--- config.mk ---
export PLATFORM = sky130hd
export DESIGN_NAME = multi_sequence_generator
export DESIGN_NICKNAME = d
export VERILOG_FILES = /design/src/rtl/multi_sequence_generator.sv
export SDC_FILE = /design/constraint.sdc
export NUM_CORES = 1
export LEC_CHECK = 0
export ABC_CLOCK_PERIOD_IN_PS = 2400
export CAP_MARGIN = 20
export CORE_UTILIZATION = 36
export CTS_CLUSTER_SIZE = 16
export DETAILED_ROUTE_END_ITERATION = 8
export GPL_ROUTABILITY_DRIVEN = 1
export PLACE_DENSITY = 0.65
export SYNTH_ARGS = -nofsm -noshare
export SYNTH_HDL_FRONTEND = slang
export SYNTH_SLANG_ARGS = --single-unit
export TNS_END_PERCENT = 20
--- constraint.sdc ---
create_clock -name clk -period 2.4 [get_ports clk]
set_input_delay 0.48 -clock clk [delete_from_list [all_inputs] [get_ports clk]]
set_output_delay 0.48 -clock clk [all_outputs]
set_load 0.1 [all_outputs]
--- src/rtl/multi_sequence_generator.sv ---
// multi_sequence_generator: streams {pad, fix, cnt} candidates over runtime ranges,
// with start/abort control, ready/valid backpressure, last flag and a word count.
module multi_sequence_generator #(
    parameter int SEQ_WIDTH  = 8,
    parameter int FIX_WIDTH  = 2,
    parameter int PAD_WIDTH  = 2,
    parameter int WCNT_WIDTH = 32,
    localparam int CNT_W     = SEQ_WIDTH - FIX_WIDTH - PAD_WIDTH
) (
    input  logic                  clk,
    input  logic                  rst_n,
    input  logic                  i_start,
    input  logic                  i_abort,
    input  logic [CNT_W-1:0]      i_cnt_first,
    input  logic [CNT_W-1:0]      i_cnt_last,
    input  logic [FIX_WIDTH-1:0]  i_fix_first,
    input  logic [FIX_WIDTH-1:0]  i_fix_last,
    input  logic                  i_ready,
    output logic [SEQ_WIDTH-1:0]  o_seq,
    output logic                  o_valid,
    output logic                  o_last,
    output logic                  o_busy,
    output logic                  o_done,
    output logic                  o_err,
    output logic [WCNT_WIDTH-1:0] o_words
);
    typedef enum logic [1:0] {IDLE, RUN, DONE} state_t;
    state_t                state, state_nxt;
    logic [CNT_W-1:0]      cnt, cnt_nxt, cnt_first, cnt_last;
    logic [FIX_WIDTH-1:0]  fix, fix_nxt, fix_last;
    logic                  err, err_nxt, bad_range, at_cnt, at_fix, launch, xfer;
    logic [WCNT_WIDTH-1:0] words;

    assign at_cnt    = cnt == cnt_last;
    assign at_fix    = fix == fix_last;
    assign launch    = (state == IDLE) && i_start;
    assign xfer      = (state == RUN) && i_ready;
    assign bad_range = (i_cnt_first > i_cnt_last) || (i_fix_first > i_fix_last);

    // Equality is tested before incrementing, so all-ones limits never wrap.
    always_comb begin
        state_nxt = state;
        cnt_nxt   = cnt;
        fix_nxt   = fix;
        err_nxt   = err;
        if (state == IDLE) begin
            if (i_start) begin
                state_nxt = bad_range ? DONE : RUN;
                err_nxt   = bad_range;
                cnt_nxt   = i_cnt_first;
                fix_nxt   = i_fix_first;
            end
        end else if (state == RUN) begin
            if (i_abort) begin
                state_nxt = IDLE;
            end else if (i_ready) begin
                cnt_nxt   = at_cnt ? cnt_first : cnt + 1'b1;
                fix_nxt   = (at_cnt && !at_fix) ? fix + 1'b1 : fix;
                state_nxt = (at_cnt && at_fix) ? DONE : RUN;
            end
        end else begin
            state_nxt = IDLE;
        end
    end

    always_ff @(posedge clk or negedge rst_n) begin
        if (!rst_n) begin
            state     <= IDLE;
            cnt       <= '0;
            fix       <= '0;
            err       <= 1'b0;
            cnt_first <= '0;
            cnt_last  <= '0;
            fix_last  <= '0;
            words     <= '0;
        end else begin
            state <= state_nxt;
            cnt   <= cnt_nxt;
            fix   <= fix_nxt;
            err   <= err_nxt;
            if (launch) begin
                cnt_first <= i_cnt_first;
                cnt_last  <= i_cnt_last;
                fix_last  <= i_fix_last;
            end
            // An aborted cycle's transfer still counts: the sink sampled it.
            if (launch)
                words <= '0;
            else if (xfer && !(&words))
                words <= words + 1'b1;
        end
    end

    assign o_valid = state == RUN;
    assign o_busy  = state != IDLE;
    assign o_done  = state == DONE;
    assign o_err   = (state == DONE) && err;
    assign o_last  = o_valid && at_cnt && at_fix;
    assign o_seq   = o_valid ? {{PAD_WIDTH{1'b0}}, fix, cnt} : '0;
    assign o_words = words;
endmodule
==> flow_summary.rst, run 1 <==
.. list-table::
   :header-rows: 1

   * - Metric
     - Value
   * - Number of endpoints failing setup at the final stage
     - 0
   * - Total placed cells including tap cells
     - 500
   * - Antenna violations before repair
     - 0
   * - Count of mapped cells out of synthesis
     - 336
   * - Number of I/O pins
     - 62
   * - Vias in the first global route
     - 2695
   * - Worst setup path category
     - reg2reg
   * - Max Clock Skew
     - 0.008791 ns
   * - Average size of a mapped cell
     - 8.907 um^2
   * - Post-layout nets
     - between 400 and 500
   * - CP endpoint kind
     - register
   * - Via-to-Cell Ratio
     - 5.534
   * - Met1 track utilization from global routing
     - between 20% and 30%
   * - Share of the yosys chip area belonging to registers
     - 42.64%
   * - Iteration count of the initial detailed-routing pass
     - 4
   * - Max FO, Critical Path
     - 6
   * - Fraction of synthesized cell area in xor and xnor cells
     - 2.926%
   * - Fraction of final layout cells sized beyond drive strength 1
     - 25.67%
   * - Startpoint types
     - register
   * - CTS sink cnt
     - 51
   * - Die area
     - 8683 um^2
   * - Die Height
     - roughly 93 um
   * - Run status
     - complete, no violations
   * - Leakage component of the power
     - 1.649 nW
   * - RSZ-0062 raised after global routing
     - no
   * - Tightest Hold Check Type
     - in2async
   * - Global routing usage on met2
     - 28.55%
   * - Met3 Usage GRT
     - under 10%
   * - HPWL after detailed placement
     - around 5.7 mm
   * - Dpl cell area
     - 3796 um^2
   * - Multiplexer share of the synthesized area
     - 0.3344%
   * - Wire length of the first global-routing pass
     - 13.20 mm
   * - Worst-Skew Late Latency
     - roughly 0.3 ns
   * - H-tree level count
     - 2
   * - Final Instance Count excl. Fillers
     - 511
   * - Antenna cell count
     - 0
   * - DR DRC count
     - 0
   * - GP Congestion
     - between 0.8 and 0.9
   * - Commonest register cell after synthesis
     - sky130_fd_sc_hd__dfrtp_1
   * - Final-report max-slew violation count
     - 0
   * - Async S/R FF share, synth
     - 100.0%
   * - Grt total ovfl
     - 0
   * - Shortest clock period the worst path allows after layout
     - about 2.3 ns
   * - Summed area of non-filler cells in the final layout
     - 3946 um^2
   * - Total Power
     - 2.798 mW
   * - Post-route fraction of the period consumed by the critical path
     - between 90% and 100%
   * - Synthesized cell area
     - 2993 um^2
   * - Global-route usage over all layers
     - 18.96%
   * - Clock root buffer
     - sky130_fd_sc_hd__clkbuf_8
   * - Post-synthesis share of cell area spent on and, or, nand and nor gates
     - 28.47%
   * - Routed wirelength normalized by instance count
     - 14.96 um
   * - CTS buffer count
     - 5
   * - Highest Clock Rate
     - roughly 440 MHz
   * - Number of synthesized flops with an enable pin
     - 0
   * - Clock transition time at the flip-flop clock pins of the worst setup and hold paths
     - 0.10 ns
   * - Max-cap violation count
     - 0
   * - Arrival time reported for the critical path endpoint
     - 2.47 ns
   * - Number of core rows
     - 32
   * - Post-synth cell types
     - 52
   * - Final routed wirelength across all metal layers
     - 7.645 mm
   * - Required @ worst endpoint
     - about 2.6 ns
   * - Fin. Hold Viols
     - 0
   * - Peak supply drop
     - approximately 0.28 mV
   * - Vias
     - 2828
   * - Pin count of the biggest net entering global routing
     - 52
   * - Post-synthesis compound-gate area fraction
     - 17.64%
   * - Clock buffer depth
     - 2
   * - Die Span X
     - 93.18 um
   * - Largest family of logic cells by synthesized area
     - simple AND/OR/NAND/NOR gates
   * - Synth Area in Adders
     - 3.344%
   * - Areal power density over the cells
     - 709.1 nW/um^2
   * - Busiest layer in global routing
     - met2
   * - Synthesis-to-layout area growth
     - 31.86%
   * - Count of input and output buffers
     - between 50 and 60
   * - Number of DRC markers in iteration 0
     - 124
   * - Synth Register Bits
     - 51
   * - Number of buffers inserted by hold repair at cts
     - 0
   * - Yosys warning total
     - 0
   * - TritonCTS clock tree
     - yes
   * - DRT antenna net count
     - 0
   * - Standard cell core area
     - 7888 um^2
   * - Starting utilization of the core area
     - 37.94%
sequential cells by signal, indices dropped and copies added, names as in the netlist:
name       flops
cnt            4
cnt_first      4
cnt_last       4
err            1
fix            2
fix_last       2
o_words       32
state          2
cells in the final DEF, fill, tap and decap left out, types with 4 or more instances in the layout:
cell type                          n
sky130_fd_sc_hd__clkdlybuf4s50_1  15
sky130_fd_sc_hd__dfrtp_1          34
sky130_fd_sc_hd__o211ai_1          6
sky130_fd_sc_hd__and2_1           11
sky130_fd_sc_hd__nor2_1           11
sky130_fd_sc_hd__ha_1              8
sky130_fd_sc_hd__nand4_1          10
sky130_fd_sc_hd__xor2_1            6
sky130_fd_sc_hd__inv_1            13
sky130_fd_sc_hd__a21oi_1          22
sky130_fd_sc_hd__xnor2_1           4
sky130_fd_sc_hd__o21ai_1           4
sky130_fd_sc_hd__o21ai_0          26
sky130_fd_sc_hd__buf_12           10
sky130_fd_sc_hd__or3_1            15
sky130_fd_sc_hd__buf_4            53
sky130_fd_sc_hd__and3_1            6
sky130_fd_sc_hd__nand3_1          16
sky130_fd_sc_hd__dfrtp_2          15
sky130_fd_sc_hd__nand2_1          41
sky130_fd_sc_hd__clkbuf_8          7
sky130_fd_sc_hd__or4_1            13
sky130_fd_sc_hd__o31ai_1           8
critical path, cell delays in order (launching register included):
cell and delay (ns):
sky130_fd_sc_hd__dfrtp_4 0.45, sky130_fd_sc_hd__ha_1 0.23, sky130_fd_sc_hd__nand4_2 0.17, sky130_fd_sc_hd__or4_4 0.61
sky130_fd_sc_hd__nor3_2 0.29, sky130_fd_sc_hd__nor2_1 0.11, sky130_fd_sc_hd__a311oi_1 0.30
cell type report:
cell class	count	area [um^2]
Timing Repair Buffer	79	753.2
Inverter	13	48.80
Clock inverter	1	7.507
Clock buffer	7	96.34
Tap cell	102	127.6
Sequential cell	51	1303
Fill cell	744	3941
Multi-Input combinational cell	258	1610
per-layer routing:
layer  routed length (um)  part of all wire [%]
met4                   48                  0.63
met5                    0                     0
met3                  330                   4.3
met2                 3542                    46
met1                 3722                    49
where the power goes:
group | internal [mW] | switching [mW] | total [mW]
Combinational | 0.401 | 0.738 | 1.14
Clock | 0.263 | 0.285 | 0.548
Sequential | 0.991 | 0.121 | 1.11
path summary, 6_finish.rpt:
check / startpoint / end / slack [ns] / cells past startpoint
worst max-delay path: o_words[0] / o_words[25] / 0.12 / 6
worst min-delay path: rst_n / o_words[31] / 0.16 / 2
worst max register to register: o_words[0] / o_words[25] / 0.12 / 6
worst min register to register: cnt_first[3] / cnt_first[3] / 0.48 / 2
max in group asynchronous: rst_n / o_words[0] / 1.99 / 2
min in group clk: cnt_first[3] / cnt_first[3] / 0.48 / 2
cell families after synthesis:
group	after synthesis
compound gates	86
xor+xnor	10
fa+ha+maj	8
buf+inv	28
flops	51
mux	1
other cells	1
simple gates	151
Yosys cell counts (all sizes together), types with 2 or more instances:
cell type,instances,area [um^2]
a211oi,3,22.52
a21oi,25,136.4
a311oi,3,26.28
and2,12,75.07
and3,6,37.54
and4,2,17.52
buf,5,42.53
clkbuf,9,35.03
dfrtp,51,1276
ha,8,100.1
inv,13,48.80
nand2,41,153.9
nand2b,3,18.77
nand3,17,90.09
nand4,11,75.07
nor2,11,41.29
nor2b,4,25.02
nor3,4,25.02
nor4,5,46.29
o211ai,6,45.04
o21a,2,15.01
o21ai,30,150.1
o311ai,3,26.28
o31ai,8,60.06
or2,3,18.77
or3,16,101.4
or4,14,108.9
xnor2,4,35.03
xor2,6,52.55
through the flow:
stage	setup slack (ns)	hold WS (ns)	TNS (ns)	util [%]
after floorplan	-0.1724	0.1844	-0.3315	-
after CTS	0.007108	0.1556	0	49.62
final	0.1247	0.1581	0	50.03
after detailed placement	-0.1521	0.4621	-1.431	48.13
after global placement	-0.1399	0.4561	-0.9395	48.13
after global routing	0.01396	0.1618	0	50.03
repair_timing:
action                     CTS  global route
setup endpoints to repair    1             5
buffers inserted             0             3
pin swaps                    0             2
gates resized for setup      3             3
(Power assumes the default switching activity.)
==> run 2: changes to the inputs <==
--- a/config.mk
+++ b/config.mk
@@ -5,13 +5,15 @@
 export SDC_FILE = /design/constraint.sdc
 export NUM_CORES = 1
 export LEC_CHECK = 0
-export ABC_CLOCK_PERIOD_IN_PS = 2400
+export ABC_CLOCK_PERIOD_IN_PS = 2750
 export CAP_MARGIN = 20
 export CORE_UTILIZATION = 36
 export CTS_CLUSTER_SIZE = 16
 export DETAILED_ROUTE_END_ITERATION = 8
 export GPL_ROUTABILITY_DRIVEN = 1
 export PLACE_DENSITY = 0.65
+export SETUP_SLACK_MARGIN = 0.3
+export SLEW_MARGIN = 20
 export SYNTH_ARGS = -nofsm -noshare
 export SYNTH_HDL_FRONTEND = slang
 export SYNTH_SLANG_ARGS = --single-unit
==> constraint.sdc (replaced) <==
create_clock -name clk -period 2.75 [get_ports clk]
set_input_delay 0.55 -clock clk [delete_from_list [all_inputs] [get_ports clk]]
set_output_delay 0.55 -clock clk [all_outputs]
set_load 0.1 [all_outputs]
==> run 2 against run 1 <==
Against the previous run:
- die area stayed put
- global-route usage is 0.32 points lower
- combinational power is 22% lower
- critical endpoint is now err
- highest routed layer unchanged
==> flow_summary.rst, run 2 (synthesis gave the netlist of run 1 again) <==
.. list-table::
   :header-rows: 1

   * - Metric
     - Value
   * - Cell count of the worst reg-to-reg path
     - 6 (unchanged)
   * - Vias
     - 2784 (-1.6%)
   * - Leading cell types in the layout, fill and taps excluded
     - 54 x sky130_fd_sc_hd__buf_4, 50 x sky130_fd_sc_hd__dfrtp_1, 41 x sky130_fd_sc_hd__nand2_1
   * - Wire length of the first global-routing pass
     - 12.77 mm (-3.3%)
   * - Leakage component of the power
     - 1.615 nW (-2.1%)
   * - Via-to-Cell Ratio
     - 5.524 (-0.19%)
   * - RSZ-0062 raised after global routing
     - yes
   * - Fraction of final layout cells sized beyond drive strength 1
     - 19.65% (-6.0 points)
   * - Number of buffers inserted by hold repair at cts
     - 0 (unchanged)
   * - Iteration count of the initial detailed-routing pass
     - 4 (unchanged)
   * - Worst reg2reg path startpoint
     - o_words[0]
   * - CTS buffer count
     - 5 (unchanged)
   * - Tightest slew margin relative to the limit
     - between 50% and 60%
   * - CTS sink cnt
     - 51 (unchanged)
   * - DR DRC count
     - 0 (unchanged)
   * - Grt total ovfl
     - 0 (unchanged)
   * - Area of the multi-input gates
     - 1602 um^2 (-0.54%)
   * - Count of input and output buffers
     - 59 (unchanged)
   * - Pin count of the biggest net entering global routing
     - 27 (-48%)
   * - Number of endpoints failing setup at the final stage
     - 0 (unchanged)
   * - Clock root buffer
     - sky130_fd_sc_hd__clkbuf_8
   * - Post-layout nets
     - 426 (-1.6%)
   * - Antenna violations before repair
     - 0 (unchanged)
   * - Startpoint types
     - primary input
   * - Standard cell core area
     - 7888 um^2 (unchanged)
   * - Max-cap violation count
     - 0 (unchanged)
   * - Vias in the first global route
     - 2579 (-4.3%)
   * - DRT antenna net count
     - 0 (unchanged)
   * - H-tree level count
     - 2 (unchanged)
   * - Antenna cell count
     - 0 (unchanged)
   * - CP endpoint kind
     - register
   * - Post-route fraction of the period consumed by the critical path
     - 92.09%
   * - GP Congestion
     - 0.8380 (+1.2%)
   * - Max FO, Critical Path
     - 3 (-3)
   * - Total placed cells including tap cells
     - 495 (-1.0%)
   * - Global-route usage over all layers
     - 18.64% (-0.32 points)
   * - Final Instance Count excl. Fillers
     - 504 (-1.4%)
   * - Number of I/O pins
     - 62 (unchanged)
   * - HPWL after detailed placement
     - 5.602 mm (-1.4%)
   * - FILL cells
     - 763 (+2.6%)
   * - Required @ worst endpoint
     - 2.95 ns (+0.36 ns)
   * - Slew @ Worst Pin
     - 0.6687 ns
   * - Peak supply drop
     - 0.2616 mV (-6.4%)
   * - Shortest clock period the worst path allows after layout
     - 2.532 ns
   * - Setup slack on the worst flop-to-flop path
     - 0.49 ns (+0.37 ns)
   * - Final-report max-slew violation count
     - 0 (unchanged)
   * - Worst-Skew Late Latency
     - 0.30 ns (about the same)
   * - Routed wirelength normalized by instance count
     - 15.16 um (+1.3%)
   * - Areal power density over the cells
     - 620.1 nW/um^2 (-13%)
   * - Area used by sequential logic in the layout
     - 1277 um^2 (-1.9%)
   * - Max FFs per register
     - 32 (unchanged)
   * - Die Height
     - 93.18 um (unchanged)
   * - Number of DRC markers in iteration 0
     - 182 (+47%)
   * - Arrival time reported for the critical path endpoint
     - 2.74 ns (+0.27 ns)
   * - Fin. Hold Viols
     - 0 (unchanged)
   * - Die Span X
     - 93.18 um (unchanged)
   * - Number of core rows
     - 32 (unchanged)
   * - Highest Clock Rate
     - around 400 MHz
   * - Max Clock Skew
     - 0.01098 ns (+0.002187 ns)
   * - Final routed wirelength across all metal layers
     - 7.639 mm (about the same)
   * - TritonCTS clock tree
     - yes
   * - Worst setup path category
     - in2reg
   * - Total Power
     - 2.326 mW (-17%)
   * - Most common library cell in the layout ignoring fill and taps
     - sky130_fd_sc_hd__buf_4
   * - Tightest Hold Check Type
     - in2async
   * - Starting utilization of the core area
     - 37.94% (unchanged)
   * - Die area
     - 8683 um^2 (unchanged)
   * - Destination of the worst register-to-register timing path
     - o_words[27]
   * - Synthesis-to-layout area growth
     - 25.33%
   * - Clock buffer depth
     - 2 (unchanged)
   * - Run status
     - complete, no violations
   * - Clock transition time at the flip-flop clock pins of the worst setup and hold paths
     - 0.10 ns (about the same)
## run 2: cell count changes in the layout (fill, tap and decap cells not counted), sizes merged
cell / before / now
buf: 64 / 57
clkinv: 0 / 1
clkinvlp: 1 / 0
## run 2: per-stage QoR
step / setup WS (ns) / cell area [um^2] / utilization (%) / setup TNS (ns) / hold slack [ns]
4_1_cts: 0.3133 / 3744 / 47.46 / 0 / 0.2808
6_report: 0.2176 / 3751 / 47.56 / 0 / 0.2654
5_1_grt: 0.2161 / 3751 / 47.56 / 0 / 0.2951
3_3_place_gp: -0.04608 / 3633 / 46.07 / -0.04608 / 0.4590
2_1_floorplan: -0.07047 / 3000 / - / -0.4091 / 0.2544
3_5_place_dp: 0.002933 / 3633 / 46.07 / 0 / 0.4596
## run 2: metal layers
metal	wire length [um]	up-vias	global-route usage [%]	share of wire [%]
li1	-	1365	-	-
met1	3765	1352	27.71	49
met2	3494	62	28.43	46
met3	312	5	2.358	4.1
met4	67	0	5.128	0.88
met5	0	-	0	0
## run 2: worst max-delay path by stage
stage,from,to,slack (ns),cells past startpoint
floorplan,o_words[0],o_words[10],-0.07,7
global placement,i_cnt_first[1],err,-0.05,6
detailed placement,i_cnt_first[1],err,0.003,6
CTS,cnt[0],o_last,0.31,5
global route,cnt[0],o_last,0.22,5
finish,i_cnt_first[1],err,0.22,6
## run 2: final cells by class
| class | count | area share, % |
|---|---|---|
| Multi-Input combinational cell | 258 | 42.70 |
| Sequential cell | 51 | 34.06 |
| Timing Repair Buffer | 72 | 16.01 |
| Tap cell | 102 | 3.402 |
| Clock buffer | 7 | 2.302 |
| Inverter | 13 | 1.301 |
| Clock inverter | 1 | 0.2335 |
## run 2: where the power goes
group | internal [mW] | leakage (nW) | switching (mW)
combinational | 0.274 | 0.893 | 0.613
clock | 0.207 | 0.0484 | 0.255
sequential | 0.860 | 0.674 | 0.117
## run 2: repair_timing
| item | in CTS | in global routing |
|---|---|---|
| buffers inserted | 0 | 1 |
| setup endpoints to repair | 1 | 5 |
| resized for setup | 4 | 0 |
| pin swaps | 1 | 1 |
## run 2: critical path, stage by stage
cell and delay (ns):
sky130_fd_sc_hd__clkdlybuf4s50_1 0.47, sky130_fd_sc_hd__ha_1 0.34, sky130_fd_sc_hd__a2111oi_0 0.65, sky130_fd_sc_hd__o21ai_0 0.28
sky130_fd_sc_hd__or2_2 0.34, sky130_fd_sc_hd__o21a_1 0.11
